### config.mk
export PLATFORM = sky130hd
export DESIGN_NAME = sha256_round_ctrl
export DESIGN_NICKNAME = d
export VERILOG_FILES = /design/src/rtl/sha256_round_ctrl.sv
export SDC_FILE = /design/constraint.sdc
export NUM_CORES = 1
export LEC_CHECK = 0
export ABC_AREA = 1
export BUFFER_PORTS_ARGS = -buffer_cell sky130_fd_sc_hd__buf_2
export CORE_AREA = 4 4 72 74
export DETAILED_ROUTE_END_ITERATION = 6
export DIE_AREA = 0 0 76 78
export PLACE_DENSITY = 0.71
export SLEW_MARGIN = 20
export SYNTH_ARGS = -nofsm -noshare
export SYNTH_HDL_FRONTEND = slang
export SYNTH_SLANG_ARGS = --single-unit
### constraint.sdc
create_clock -name clk -period 1.4 [get_ports clk]
set_clock_uncertainty 0.05 [all_clocks]
set_input_delay 0.21 -clock clk [delete_from_list [all_inputs] [get_ports clk]]
set_output_delay 0.21 -clock clk [all_outputs]
set_load 0.005 [all_outputs]
### src/rtl/sha256_round_ctrl.sv
// SHA-256 round sequencing controller: accepts padded blocks, issues the
// load / 64-round / feed-forward control pulses to core, K ROM and scheduler,
// and holds the digest-valid handshake after the last block of a message.
// Optional build macro: SHA256_ROUND_CTRL_ABORT_EN adds abort_i.
module sha256_round_ctrl #(
  parameter int unsigned ROUNDS = 64,
  parameter int unsigned CNT_W  = 16
) (
  input  logic             clk,
  input  logic             rst_n,
  input  logic             blk_valid_i,
  input  logic             blk_first_i,
  input  logic             blk_last_i,
  output logic             blk_ready_o,
  output logic             sched_load_o,
  output logic             core_init_o,
  output logic             core_start_o,
  output logic             round_en_o,
  output logic [5:0]       round_o,
  output logic             feed_o,
  output logic             digest_valid_o,
  input  logic             digest_ready_i,
`ifdef SHA256_ROUND_CTRL_ABORT_EN
  input  logic             abort_i,
`endif
  output logic             busy_o,
  output logic [CNT_W-1:0] blk_cnt_o,
  output logic             err_o
);

  typedef enum logic [2:0] {
    IDLE,
    LOAD,
    ROUND,
    FEED,
    OUT
  } state_t;

  localparam logic [5:0] LAST_ROUND = 6'(ROUNDS - 1);

  state_t           state;
  state_t           state_nxt;
  logic             first_q;
  logic             last_q;
  logic             expect_first;
  logic [5:0]       round;
  logic [CNT_W-1:0] blk_cnt;
  logic             err;
  logic             accept;
  logic             abort;

  assign accept = (state == IDLE) && blk_valid_i;

`ifdef SHA256_ROUND_CTRL_ABORT_EN
  assign abort = abort_i && (state inside {LOAD, ROUND, FEED});
`else
  assign abort = 1'b0;
`endif

  assign round_o   = round;
  assign blk_cnt_o = blk_cnt;
  assign err_o     = err;

  // State register.
  always_ff @(posedge clk or negedge rst_n) begin
    if (!rst_n) state <= IDLE;
    else        state <= state_nxt;
  end

  // Next-state decode and per-state control outputs.
  always_comb begin
    state_nxt      = state;
    blk_ready_o    = 1'b0;
    sched_load_o   = 1'b0;
    core_init_o    = 1'b0;
    core_start_o   = 1'b0;
    round_en_o     = 1'b0;
    feed_o         = 1'b0;
    digest_valid_o = 1'b0;
    busy_o         = (state != IDLE);
    case (state)
      IDLE: begin
        blk_ready_o = 1'b1;
        if (blk_valid_i) state_nxt = LOAD;
      end
      LOAD: begin
        sched_load_o = 1'b1;
        core_start_o = 1'b1;
        core_init_o  = first_q;
        state_nxt    = ROUND;
      end
      ROUND: begin
        round_en_o = 1'b1;
        if (round == LAST_ROUND) state_nxt = FEED;
      end
      FEED: begin
        feed_o    = 1'b1;
        state_nxt = last_q ? OUT : IDLE;
      end
      OUT: begin
        digest_valid_o = 1'b1;
        if (digest_ready_i) state_nxt = IDLE;
      end
      default: state_nxt = IDLE;
    endcase
    if (abort) state_nxt = IDLE;
  end

  // Round index: steps through ROUND and is back at 0 on exit or abort.
  always_ff @(posedge clk or negedge rst_n) begin
    if (!rst_n)                round <= '0;
    else if (abort)            round <= '0;
    else if (state == ROUND)   round <= (round == LAST_ROUND) ? 6'd0 : round + 6'd1;
  end

  // Block framing: latched flags, expect-first tracking and sticky error.
  // A missing first while expecting one is promoted to first, so first_q is
  // the effective flag that drives core_init_o and the counter restart.
  always_ff @(posedge clk or negedge rst_n) begin
    if (!rst_n) begin
      first_q      <= 1'b0;
      last_q       <= 1'b0;
      expect_first <= 1'b1;
      err          <= 1'b0;
    end else begin
      if (accept) begin
        first_q      <= expect_first | blk_first_i;
        last_q       <= blk_last_i;
        expect_first <= 1'b0;
        if (expect_first != blk_first_i) err <= 1'b1;
      end
      if (abort || ((state == OUT) && digest_ready_i)) expect_first <= 1'b1;
    end
  end

  // Per-message block counter, updated as the block leaves LOAD; saturates.
  always_ff @(posedge clk or negedge rst_n) begin
    if (!rst_n) begin
      blk_cnt <= '0;
    end else if ((state == LOAD) && !abort) begin
      if (first_q)             blk_cnt <= CNT_W'(1);
      else if (blk_cnt != '1)  blk_cnt <= blk_cnt + CNT_W'(1);
    end
  end

endmodule
==> results of run 1 <==
-- metrics by stage --
stage	utilization (%)	power, mW	TNS (ps)
3_3_place_gp	48.8	2.78	-578
2_1_floorplan	-	2.13	-1600
5_1_grt	58.2	4.75	-2810
6_report	58.2	4.43	-801
3_5_place_dp	48.8	2.82	-1320
4_1_cts	55.5	4.12	-914
-- repair_timing --
item / CTS / global route
setup endpoints to repair: 24 / 31
endpoints found under the hold margin: 28 / 0
hold buffers: 1 / 0
resized for setup: 33 / 23
pin swaps: 4 / 8
buffers inserted: 10 / 6
-- metal layers --
layer / share of wire, % / wire [um] / track usage (%)
met1: 42 / 1990 / 19.7
met2: 51 / 2410 / 28.3
met3: 4.3 / 203 / 3.60
met4: 1.8 / 83 / 7.47
met5: 0 / 0 / 0
-- power groups by stage --
| stage | clock network, mW | logic (mW) | registers [mW] |
|---|---|---|---|
| 2_1_floorplan | 0 | 0.894 | 1.23 |
| 3_3_place_gp | 0 | 1.57 | 1.21 |
| 3_5_place_dp | 0 | 1.60 | 1.22 |
| 4_1_cts | 0.883 | 2.00 | 1.24 |
| 5_1_grt | 0.927 | 2.54 | 1.28 |
| 6_report | 0.861 | 2.32 | 1.25 |
-- cell families after synthesis --
| kind of cell | synth area share (%) |
|---|---|
| simple gates | 36.8 |
| buf+inv | 9.00 |
| flops | 41.2 |
| compound gates | 9.43 |
| xor+xnor | 1.49 |
| fa+ha+maj | 2.13 |
-- path summary, 6_finish.rpt --
kind                                          start                  endpoint  slack, ps  depth (start not counted)
max                        blk_cnt_o[0]$_DFFE_PN0P_  blk_cnt_o[2]$_DFFE_PN0P_        -80                         10
max reg2reg                blk_cnt_o[0]$_DFFE_PN0P_  blk_cnt_o[2]$_DFFE_PN0P_        -80                         10
min reg2reg                       err_o$_DFFE_PN0P_         err_o$_DFFE_PN0P_        430                          1
max in group asynchronous                     rst_n  expect_first$_DFFE_PN1P_        700                          3
min in group asynchronous                     rst_n  blk_cnt_o[1]$_DFFE_PN0P_        360                          3
min                                      blk_last_i        last_q$_DFFE_PN0P_         80                          3
-- registers in the layout, indices dropped and copies added (netlist names) --
| signal | flops |
|---|---|
| expect_first | 1 |
| last_q | 1 |
| blk_cnt_o | 16 |
| first_q | 1 |
| state | 3 |
| err_o | 1 |
| round_o | 6 |
-- cells in the final DEF, fill, tap and decap left out, types with 2 or more instances in the layout --
| cell | netlist | final |
|---|---|---|
| nand2_2 | 9 | 11 |
| nand4_1 | 7 | 7 |
| a21oi_1 | 2 | 2 |
| nor3_4 | 0 | 2 |
| o21ai_2 | 9 | 11 |
| buf_2 | 0 | 33 |
| nand2_4 | 1 | 8 |
| or2_2 | 2 | 2 |
| o21ai_0 | 6 | 4 |
| buf_6 | 1 | 10 |
| nor2_2 | 3 | 3 |
| dfrtp_1 | 28 | 25 |
| xor2_1 | 2 | 2 |
| buf_4 | 1 | 34 |
| inv_1 | 28 | 22 |
| nand3_2 | 1 | 2 |
| nor2_1 | 16 | 13 |
| ha_1 | 3 | 2 |
| nor2_4 | 3 | 6 |
| nand2_1 | 80 | 71 |
| clkbuf_8 | 0 | 5 |
| dfrtp_2 | 0 | 3 |
| buf_12 | 1 | 4 |
| inv_2 | 3 | 6 |
| o21bai_1 | 2 | 2 |
| inv_4 | 0 | 3 |
| nand3_1 | 16 | 14 |
| o21ai_1 | 2 | 2 |
-- worst reg2reg max path: stages (launching register included) --
cell and delay [ps]:
dfrtp_1 400, ha_4 170, nand2_4 50, nor2_4 100, nand2_2 70, nor2_2 90, nand2_2 60, nand2_4 140
buf_12 150, nand2_1 60, o21ai_2 50
-- area by class of cell --
cell class / count / area [sq um]
Clock inverter: 2 / 35.0
Sequential cell: 29 / 731
Tap cell: 54 / 67.6
Fill cell: 410 / 1920
Timing Repair Buffer: 82 / 623
Inverter: 32 / 128
Clock buffer: 6 / 72.6
Multi-Input combinational cell: 172 / 1020
==> run_results.csv, run 1 <==
group,metric,value,unit
power,p_clk_share,19.4,%
critical_path,start_kind,"flop",
power,leakagePower,1.36,nW
run,drv_cap,0,
floorplanning,core,4600,sq um
finish,finalInstanceArea,2680,sq um
finish,finalNonFillerCells,377,
yosys,ys_seq_area_share,41.2,%
floorplanning,dieHeight,78,um
floorplanning,io_pins,37,
critical_path,worst-setup-path-type,"flop to flop",
yosys,synth.top_cells.by_area,"dfrtp_1 40%, nand2_1 17%, inv_1 6.0%, nand3_1 4.5%, o21ai_2 4.5%",
sta,slew_viol_final,0,
detailed_routing,drt-pass1-iter-count,4,
yosys,netlist_instances,236,
clock_network,cts_buffers,5,
power,power_density,1660,nW/um^2
yosys,synth_area,1770,sq um
grt,track_usage,16.5,%
sta,setup_viol,19,
grt,grt_pass1_wl,7910,um
critical_path,path_max_fanout,8,
finish,drive_above_1_share,46.1,%
sta,hold_viol,0,
yosys,syn_avg_cell_area,7.48,sq um
detailed_routing,vias,1819,
finish,diodes,0,
floorplanning,die-area,5930,sq um
detailed_routing,drtIter0Drc,110,
yosys,async_flop_share,100,%
yosys,synth_top_area_share,39.7,%
place,dpl_cell_area,2240,sq um
clock_network,cts_num_sinks,29,
grt,grt_overflow,0,
finish,nets,331,
yosys,synth_nets,245,
place,dp_hpwl,3330,um
power,switchingPower,1.68,mW
place,numPlacedInstances,353,
yosys,synth-main-ff-cell,"dfrtp_1",
clock_network,htree_levels,2,
detailed_routing,route.detailed.drc,0,
sta,fin_ws,-80.5,ps
sta,period_needed,1480,ps
power,internal-power,2.76,mW
yosys,ys_types,31,
floorplanning,fp-row-count,25,
detailed_routing,viasPerCell,4.82,
status,status,"finished, violations left",
yosys,synth_edf_count,0,
detailed_routing,wirelength,4680,um
clock_network,clk_latency,290,ps
clock_network,tritoncts,"done",
finish,syn_to_final_growth,51.6,%
yosys,synth_most_common_cell,"nand2_1",
yosys,synth_top_area_cell,"dfrtp_1",
sta,timing.hold.ws,77.9,ps
critical_path,crit_path_end_kind,"flop",
min_path,hold_path.class,"primary input to flop",
yosys,ys_top_cells_by_count,"80 x nand2_1, 28 x dfrtp_1, 28 x inv_1, 16 x nand3_1, 16 x nor2_1",
sta,final_min_period_over_clock_period,106,%
yosys,ys_seq_elements,29,
grt,grt_pass1_vias,1809,
critical_path,path_cells,"ha_4 -> nand2_4 -> nor2_4 -> nand2_2 -> nor2_2 -> nand2_2 -> nand2_4 -> buf_12 -> nand2_1 -> o21ai_2",
grt,antenna_found_initial,0,
critical_path,crit_required,1570,ps
critical_path,worst-path-buf-inv,1,
critical_path,critical_path.max_stage_delay,400,ps
detailed_routing,antenna_left,0,
floorplanning,start_util,38.4,%
sta,relSlewSlack,81.6,%
power,p_seq_share,28.3,%
critical_path,crit_arrival,1650,ps
place,gp_congestion,0.802,
grt,grt_max_degree,30,
place,portBuffers,36,
place,post-place-ws,-120,ps
clock_network,cts_max_path_buffers,2,
detailed_routing,wire_per_inst,12.4,um
floorplanning,die_w,76,um
clock_network,cts-root-buf,"clkbuf_8",
power,p_sw_share,37.8,%
power,ir_worst_vdd,1.20,mV
sta,grt_setup_unrepaired,"true",
power,comb_power_share,52.3,%
status,violations,"setup timing",
sta,max_freq,0.675,GHz
critical_path,crit_family,"simple AND/OR/NAND/NOR gates",
yosys,synth_warnings,0,
clock_network,clkTransAtPathRegs,70,ps
sta,worstMarginPinSlew,275,ps
critical_path,cp_slowest_cell,"dfrtp_1",
(Power assumes the default switching activity.)
==> inputs of run 2 (changes only) <==
Settings changed: CELL_PAD_IN_SITES_DETAIL_PLACEMENT set to 1, CELL_PAD_IN_SITES_GLOBAL_PLACEMENT set to 1, CORE_AREA 4 4 72 74 to 4 4 77 79, DIE_AREA 0 0 76 78 to 0 0 81 83, PLACE_DENSITY 0.71 to 0.81, SKIP_LAST_GASP set to 1.
==> run 2 against run 1 <==
Compared with the run above:
- the run still ends with setup timing left
- worst setup slack worse by 18 ps
- wire length rose by 31%
- global-route usage is 1.5 points higher
- core utilization decreased by 8.0 points
==> run_results.csv, run 2 (synthesized netlist as in run 1, its figures left out) <==
group,metric,value,unit
status,status,"finished, violations left",
status,violations,"setup timing",
clock_network,clk_latency,290,ps
finish,fill_cells,697,
power,power_density,1620,nW/um^2
floorplanning,io_pins,37,
clock_network,htree_levels,2,
min_path,min_to,"last_q$_DFFE_PN0P_",
detailed_routing,antenna_left,0,
sta,worstMarginPinSlew,406,ps
sta,final_min_period_over_clock_period,107,%
critical_path,reg2reg_from,"blk_cnt_o[1]$_DFFE_PN0P_",
finish,syn_to_final_growth,51.8,%
critical_path,crit_path_end_kind,"output port",
power,p_total,4.34,mW
finish,multi_input_area,1020,sq um
place,numPlacedInstances,375,
critical_path,worst-path-buf-inv,3,
floorplanning,die-area,6720,sq um
finish,layout_commonest_cell,"nand2_1",
place,portBuffers,36,
place,dp_hpwl,4100,um
grt,track_usage,18.1,%
grt,grt_pass1_wl,9480,um
clock_network,clkTransAtPathRegs,60,ps
critical_path,cp_slowest_cell,"dfrtp_1",
critical_path,crit_arrival,1240,ps
place,gp_congestion,0.806,
clock_network,cts_buffers,5,
min_path,hold_path.class,"primary input to flop",
power,ir_worst_vdd,1.04,mV
sta,tns,-1190,ps
floorplanning,start_util,33.1,%
sta,timing.hold.ws,68.1,ps
grt,grt_pass1_vias,2015,
detailed_routing,wirelength,6130,um
finish,finalInstanceArea,2680,sq um
grt,antenna_found_initial,0,
sta,max_freq,0.667,GHz
sta,slew_viol_final,0,
min_path,hold_start,"blk_last_i",
detailed_routing,wire_per_inst,15.2,um
grt,grt_overflow,0,
clock_network,tritoncts,"done",
finish,largest_register_ffs,16,
critical_path,path_max_fanout,3,
critical_path,r2r-end,"blk_cnt_o[5]$_DFFE_PN0P_",
floorplanning,die_w,81,um
run,drv_cap,0,
sta,setup_viol,21,
floorplanning,core,5340,sq um
place,dpl_cell_area,2270,sq um
critical_path,crit_required,1140,ps
finish,drive_above_1_share,46.8,%
detailed_routing,viasPerCell,4.72,
critical_path,reg2regPathDepth,9,
finish,mostFrequentLayoutCells,"70 x nand2_1, 47 x buf_4, 35 x buf_2",
clock_network,cts_max_path_buffers,2,
sta,relSlewSlack,72.9,%
critical_path,path_cells,"inv_2 -> nand3_4 -> buf_6 -> nor2_4 -> buf_2",
floorplanning,dieHeight,83,um
critical_path,crit_family,"flip-flops",
detailed_routing,vias,1902,
finish,finalNonFillerCells,403,
finish,regArea,728,sq um
detailed_routing,drt-pass1-iter-count,4,
finish,diodes,0,
critical_path,start_kind,"flop",
clock_network,cts_num_sinks,29,
sta,hold_viol,0,
grt,grt_max_degree,30,
sta,fin_ws,-98.4,ps
critical_path,critical_path.startpoint,"state[1]$_DFFE_PN0P_",
sta,grt_setup_unrepaired,"true",
sta,period_needed,1500,ps
clock_network,cts-root-buf,"clkbuf_8",
detailed_routing,route.detailed.drc,0,
critical_path,r2r_setup_slack,-80,ps
detailed_routing,drtIter0Drc,54,
finish,nets,339,
floorplanning,fp-row-count,27,
min_path,hold_depth,3,
power,leakagePower,1.36,nW
critical_path,critical_path.max_stage_delay,400,ps
critical_path,worst-setup-path-type,"flop to output port",
## run 2: area by class of cell
| cell class | instances | area share [%] |
|---|---|---|
| clock buffer | 8 | 2.99 |
| timing repair buffer | 90 | 23.9 |
| inverter | 32 | 4.67 |
| sequential | 29 | 27.2 |
| tap | 72 | 3.36 |
| multi-input combinational | 172 | 38.0 |
## run 2: per-stage QoR
step,worst slack [ps],util (%)
2_1_floorplan,-116,-
4_1_cts,-80.5,46.5
3_5_place_dp,-189,42.5
5_1_grt,-156,50.2
3_3_place_gp,-17.2,42.5
6_report,-98.4,50.2
## run 2: timing repair
action / in CTS / in global routing
hold buffers: 1 / 0
cloned: 0 / 1
resized for setup: 17 / 28
hold endpoints to repair: 28 / 0
setup endpoints to repair: 24 / 28
buffers inserted: 9 / 9
pin swaps: 6 / 9
## run 2: report_power, final
part / internal (mW) / leakage, nW / switching [mW]
logic: 1.14 / 0.942 / 1.24
clock network: 0.353 / 0.0395 / 0.348
registers: 1.05 / 0.377 / 0.211
total: 2.54 / 1.36 / 1.80
## run 2: per-layer routing
metal,wire [um],track usage [%],vias to the layer above
met5,0,0,-
met4,107,6.45,0
met3,206,4.12,10
met2,3300,30.5,35
met1,2520,22.0,924
li1,-,-,933
## run 2: worst register-to-register path, cell delays in order, from the launching register on
cell and delay, ps:
dfrtp_1 390, ha_4 170, nand2_4 60, nor2_4 90, nand2_2 80, nor2_2 100, nand2_2 70, nand2_4 130
clkbuf_16 170, o21ai_2 60
## run 2: worst max path at each step
stage                                 to  slack (ps)  depth (start not counted)
5_1_grt                   digest_valid_o        -160                          4
3_5_place_dp   blk_cnt_o[11]$_DFFE_PN0P_        -190                         10
6_report                     core_init_o        -100                          5
2_1_floorplan   blk_cnt_o[9]$_DFFE_PN0P_        -120                         10
4_1_cts         blk_cnt_o[9]$_DFFE_PN0P_         -80                          9
3_3_place_gp   blk_cnt_o[11]$_DFFE_PN0P_         -20                         10
